$ cat src/rtl/key_onehot_latch.sv
`default_nettype none
`timescale 1ns/1ps
// ============================================================================
// Module   : key_onehot_latch
// Brief    : Sync + debounce four buttons, queue presses, issue one-hot
//            requests under a valid/ack handshake.
// Revision : 1.0
// ============================================================================
module key_onehot_latch #(
    parameter int DEBOUNCE_CYCLES = 4
) (
    input  logic       clk,
    input  logic       rst,
    input  logic [3:0] key,
    input  logic       ack,
    output logic       i0,
    output logic       i1,
    output logic       i2,
    output logic       i3,
    output logic       valid
);

    localparam logic [7:0] c_cnt_last = 8'(DEBOUNCE_CYCLES - 1);
    localparam logic [0:0] c_st_idle  = 1'b0;
    localparam logic [0:0] c_st_hold  = 1'b1;

    logic [3:0] r_s1;
    logic [3:0] r_s2;
    logic [3:0] r_pending;
    logic [3:0] r_out;
    logic       r_valid;
    logic [0:0] r_state;

    logic [3:0] w_deb;
    logic [3:0] w_rise;
    logic [3:0] w_pick;
    logic [3:0] w_clear;
    logic [3:0] w_out_nxt;
    logic       w_valid_nxt;
    logic [0:0] w_state_nxt;

    always_ff @(posedge clk) begin
        if (rst) begin
            r_s1 <= 4'b0000;
            r_s2 <= 4'b0000;
        end else begin
            r_s1 <= key;
            r_s2 <= r_s1;
        end
    end

    for (genvar g = 0; g < 4; g++) begin : g_debounce
        logic [7:0] r_cnt;
        logic       r_deb;
        logic       w_settle;

        assign w_settle  = (r_s2[g] != r_deb) && (r_cnt == c_cnt_last);
        // A press is the settle edge on which the new level is high.
        assign w_rise[g] = w_settle && r_s2[g];
        assign w_deb[g]  = r_deb;

        always_ff @(posedge clk) begin
            if (rst) begin
                r_cnt <= 8'd0;
                r_deb <= 1'b0;
            end else if (r_s2[g] == r_deb) begin
                r_cnt <= 8'd0;
            end else if (w_settle) begin
                r_deb <= r_s2[g];
                r_cnt <= 8'd0;
            end else begin
                r_cnt <= r_cnt + 8'd1;
            end
        end
    end

    always_comb begin
        w_pick = 4'b0000;
        if (r_pending[3])      w_pick = 4'b1000;
        else if (r_pending[2]) w_pick = 4'b0100;
        else if (r_pending[1]) w_pick = 4'b0010;
        else if (r_pending[0]) w_pick = 4'b0001;
    end

    // Set has priority over the grant clear, so a fresh press is never lost.
    always_ff @(posedge clk) begin
        if (rst) begin
            r_pending <= 4'b0000;
        end else begin
            r_pending <= (r_pending & ~w_clear) | w_rise;
        end
    end

    always_ff @(posedge clk) begin
        if (rst) begin
            r_state <= c_st_idle;
            r_out   <= 4'b0000;
            r_valid <= 1'b0;
        end else begin
            r_state <= w_state_nxt;
            r_out   <= w_out_nxt;
            r_valid <= w_valid_nxt;
        end
    end

    always_comb begin
        w_state_nxt = r_state;
        w_out_nxt   = r_out;
        w_valid_nxt = r_valid;
        w_clear     = 4'b0000;
        case (r_state)
            c_st_idle: begin
                if (|r_pending) begin
                    w_clear     = w_pick;
                    w_out_nxt   = w_pick;
                    w_valid_nxt = 1'b1;
                    w_state_nxt = c_st_hold;
                end else begin
                    w_out_nxt   = 4'b0000;
                    w_valid_nxt = 1'b0;
                end
            end
            c_st_hold: begin
                if (ack) begin
                    w_out_nxt   = 4'b0000;
                    w_valid_nxt = 1'b0;
                    w_state_nxt = c_st_idle;
                end
            end
            default: begin
                w_out_nxt   = 4'b0000;
                w_valid_nxt = 1'b0;
                w_state_nxt = c_st_idle;
            end
        endcase
    end

    assign i0    = r_out[0];
    assign i1    = r_out[1];
    assign i2    = r_out[2];
    assign i3    = r_out[3];
    assign valid = r_valid;

endmodule
`default_nettype wire

$ cat config.mk
export PLATFORM = sky130hd
export DESIGN_NAME = key_onehot_latch
export DESIGN_NICKNAME = d
export VERILOG_FILES = /design/src/rtl/key_onehot_latch.sv
export SDC_FILE = /design/constraint.sdc
export NUM_CORES = 1
export LEC_CHECK = 0
export CAP_MARGIN = 0
export CORE_MARGIN = 1.5
export CORE_UTILIZATION = 45
export DETAILED_ROUTE_END_ITERATION = 10
export MAX_ROUTING_LAYER = met4
export PLACE_DENSITY = 0.76
export SLEW_MARGIN = 25
export SYNTH_ARGS = -nofsm -noshare
export SYNTH_HDL_FRONTEND = slang
export SYNTH_SLANG_ARGS = --single-unit
$ cat constraint.sdc
create_clock -name clk -period 1.5 [get_ports clk]
set_clock_uncertainty 0.15 [all_clocks]
set_input_delay 0.3 -clock clk [delete_from_list [all_inputs] [get_ports clk]]
set_output_delay 0.3 -clock clk [all_outputs]
set_load 0.05 [all_outputs]
Word level (Yosys, flattened, before mapping)
Index checks and enable logic that the tools add are counted.
{"block": "word_totals", "reg_bits": 54, "input_bits": 7, "out_inout_bits": 5, "wordCells": 69}
{"block": "classes", "add_sub_neg": 4, "eq_ne": 13, "n_mux": 13, "bitwise_logic": 8, "reduce_logical": 17}
{"op": "adder 8 x 1 -> 8 bit, second input constant", "n": 4}
{"op": "equality test 8 x 2 -> 1 bit, second input constant", "n": 4}
{"op": "two-way mux 4 bit", "n": 4}
{"op": "OR reduction 3 bit", "n": 4}
{"op": "logical AND 1 bit", "n": 8}
{"op": "one-hot mux 4 bit (2 select lines)", "n": 1}
{"op": "AND reduction 2 bit", "n": 4}
{"op": "NOT 1 bit", "n": 5}
{"op": "bitwise AND 4 bit", "n": 1}
{"op": "equality test 1 bit", "n": 4}
{"op": "two-way mux 1 bit", "n": 4}
{"op": "inequality test 1 bit", "n": 4}
{"op": "NOT 4 bit", "n": 1}
{"op": "OR 4 bit", "n": 1}
{"op": "one-hot mux 1 bit (2 select lines)", "n": 2}
{"op": "OR reduction 4 bit", "n": 1}
{"op": "two-way mux 3 bit", "n": 1}
{"op": "two-way mux 2 bit", "n": 1}
{"op": "inequality test 2 bit, second input constant", "n": 1}

Depth between registers and ports, before layout
{"block": "depth", "ltp_word": 9, "mapped_depth": 4, "ltp_nobuf": 4}

Worst setup path before layout
OpenSTA, ideal clock, no wires.
{"block": "synth_path", "path_type": "reg-to-reg", "from": "reg g_debounce[1].r_cnt[0]", "to": "reg g_debounce[1].r_cnt[2]", "setup_time_ns": 0.124, "arrival_time_ns": 1.353, "t_required_ns": 1.226, "path_slack_ns": -0.127, "stages_incl_launch_ff": 5, "n_path_buf": 0, "synth_period_minus_slack_ns": 1.627, "path_cell_list": "dfxtp_1 ha_1 or3b_2 o211ai_2 nor2_1"}
{"block": "synth_between", "elab_chain_cells": 3, "elab_cells_between_ends": 4, "cone_classes": "1 x add/sub; 1 x eq/ne; 2 x reduce/logical"}
{"item": "from (decl)", "line": "53", "source": "logic [7:0] r_cnt;"}
{"item": "from (signal assigned)", "line": "72", "source": "r_cnt <= r_cnt + 8'd1;"}
{"item": "branches (longest 3 deep; another with adder 8 x 1 -> 8 bit)"}
Parallel ways; which one is timed is not known.
A chain may end at the register's enable or synchronous reset.

Worst setup path in the final report
{"block": "layout_path", "from": "reg g_debounce[2].r_cnt[4]", "to": "reg g_debounce[2].r_cnt[7]"}
{"block": "layout_between", "elab_chain_cells": 3, "elab_cells_between_ends": 4, "cone_classes": "1 x add/sub; 1 x eq/ne; 2 x reduce/logical"}
{"item": "from (decl)", "line": "53"}
{"item": "from (signal assigned)", "line": "72"}
{"item": "branches (longest 3 deep; another with adder 8 x 1 -> 8 bit)"}
Parallel ways; which one is timed is not known.

==> run summary <==
Avg WL per Cell -> 11.8 um
CTS Sinks -> 54
Mapped Cells -> 237
CTS buffer count -> 5
final setup margin -> -0.0114 ns
crit end category -> flip-flop
critical path class -> flip-flop to flip-flop
min-delay worst type -> flip-flop to flip-flop
hold_ws -> 0.276 ns
worst slew pin tran -> 0.394 ns
full die area -> 0.00526 sq mm
DR vias/cell -> 5.34
drt drc -> 0
CP startpoint -> g_debounce[2].r_cnt[4]
Final Hold Viols -> 0
crit share post-route -> 101%
Longest Clk Path Bufs -> 2
vias in the first global route -> 1669
width of the die -> 72.6 um
CP required -> 1.53 ns
Die Ht -> 72.6 um
Final setup viols -> 6
worst hold start -> g_debounce[3].r_cnt[0]
DP Worst Slack -> -0.105 ns
Buffers on Ports -> 11
global-route wire length before repair -> 6.54 mm
Worst-path clk slew -> 0.09 ns
grt ovf -> 0
Reg-to-Reg Start -> g_debounce[2].r_cnt[4]
Cell Area, Synth -> 0.00218 sq mm
DP Area -> 0.00257 sq mm
worst vdd ir -> 0.544 mV
n_diodes -> 0
Cell Pwr Density -> 842 mW/mm^2
Max Slew Vio Count -> 0
Finished Layout Cells -> 328
syn nets -> 248
drt first pass iters -> 4
htree depth -> 2
Setup TNS -> -0.0322 ns
Area Growth Syn to Fin -> 25.4%
most common cell after layout, fill and taps aside -> dfxtp_1
post-synthesis average cell area -> 9.19 sq um
violated checks -> negative setup slack
global-route usage over all layers -> 16.1%
RSZ-0062 raised after global routing -> true
Fmax achieved -> 662 MHz
sequential area share after synthesis -> 49.7%
Max-slew headroom -> 73.4%
Overall Power -> 2.30 mW
share of layout cells above drive strength 1 -> 22.3%
Yosys cell types -> 33
cell row count -> 25
DRT Wirelength -> 3.87 mm
Final min period -> 1.51 ns
CORE AREA -> 0.00469 sq mm
maxcap violations -> 0
Synth Warn # -> 0
CTS root buf -> clkbuf_8
# placed instances -> 319
initial antenna violation count -> 0
First DRT Iteration DRCs -> 61
Arr. time, crit path -> 1.54 ns
Pleak -> 0.929 nW
# fillers -> 416
CP max FO -> 6
FF+latch count, synth -> 54
Routed Antenna Nets -> 0
Final Cell Area -> 0.00273 sq mm
final core occ -> 58.2%
largest net degree at the start of global routing -> 17
HPWL after detailed placement -> 2.72 mm
most frequent cells in the layout -> dfxtp_1 (49), buf_4 (23), nor2_1 (22)
Startpoint Class -> flip-flop
status -> finished with violations
clk_lat worst skew -> 0.30 ns
GPL Wtd Cong -> 0.818
CTS tree -> built
Final nets -> 284
Boundary Pins -> 12
via count -> 1751
initial core utilization -> 46.4%
## worst max-delay path, stage by stage (launching register included)
cell and delay, ns:
dfxtp_1 0.32, or4_4 0.56, o211ai_4 0.30, a21oi_1 0.07
## cell families after synthesis
kind of cell | share of synthesized area [%]
simple gates | 25.0
xor+xnor | 6.44
compound gates | 14.1
buf+inv | 2.47
fa+ha+maj | 2.30
flops | 49.7
## registers in the layout (all words and copies together), names as in the netlist
signal,cells
g_debounce.r_cnt,32
g_debounce.r_deb,4
r_state,1
r_s1,4
valid,1
r_s2,4
r_pending,4
r_out,4
## synth_stat cells (all sizes together)
cell type | n | area (sq um)
ha | 4 | 50.1
o211ai | 2 | 33.8
o21ai | 15 | 75.1
nand4b | 4 | 35.0
dfxtp | 54 | 1080
nand3 | 20 | 100
or3 | 12 | 75.1
xnor2 | 6 | 52.6
xor2 | 10 | 87.6
a211o | 2 | 18.8
inv | 9 | 33.8
nor3b | 3 | 22.5
a21oi | 24 | 120
nand4 | 4 | 25.0
a31oi | 1 | 6.26
nand2 | 13 | 48.8
a21bo | 2 | 20.0
nor2 | 23 | 88.8
buf | 1 | 5.00
nor4b | 2 | 23.8
nor4 | 3 | 18.8
or3b | 2 | 17.5
o41ai | 2 | 17.5
or4 | 2 | 22.5
o31ai | 1 | 7.51
clkbuf | 4 | 15.0
nor2b | 9 | 56.3
nor3 | 2 | 10.0
a32oi | 1 | 8.76
## cell type report
cell class | count | area, sq um | share of cell area [%]
clock buffers | 6 | 72.6 | 2.66
clock inverters | 2 | 13.8 | 0.504
inverters | 9 | 33.8 | 1.24
multi-input cells | 169 | 1120 | 41.1
flip-flops and latches | 54 | 1090 | 39.8
well taps | 54 | 67.6 | 2.47
repair buffers | 34 | 333 | 12.2
## where the power goes
part	internal [mW]	leakage, nW	total (mW)	switching (mW)
combinational	0.0356	0.444	0.0682	0.0327
clock	0.330	0.0452	0.776	0.446
sequential	1.45	0.439	1.45	0.00719
total	1.81	0.929	2.30	0.486
## routing by layer
layer  part of all wire (%)  wire length [um]  vias up  track usage [%]
li1                       -                 -      910                -
met1                     45              1720      821             18.4
met2                     52              2000       12             26.6
met3                    2.1                82        8             4.58
met4                    1.8                70        0             6.29
met5                      0                 0        -                -
## what timing repair did
action	in CTS	in global routing
setup buffers	1	0
gates resized for setup	4	10
endpoints found under the setup margin	13	27
pin swaps	2	3
hold buffers	0	0
## final timing paths
| kind | endpoint | slack, ns | cells after the start |
|---|---|---|---|
| max | g_debounce[2].r_cnt[7] | -0.01 | 3 |
| min | g_debounce[3].r_cnt[0] | 0.28 | 1 |
| max reg2reg | g_debounce[2].r_cnt[7] | -0.01 | 3 |
| min reg2reg | g_debounce[3].r_cnt[0] | 0.28 | 1 |
Note: power is estimated with default switching activity, not from simulation.
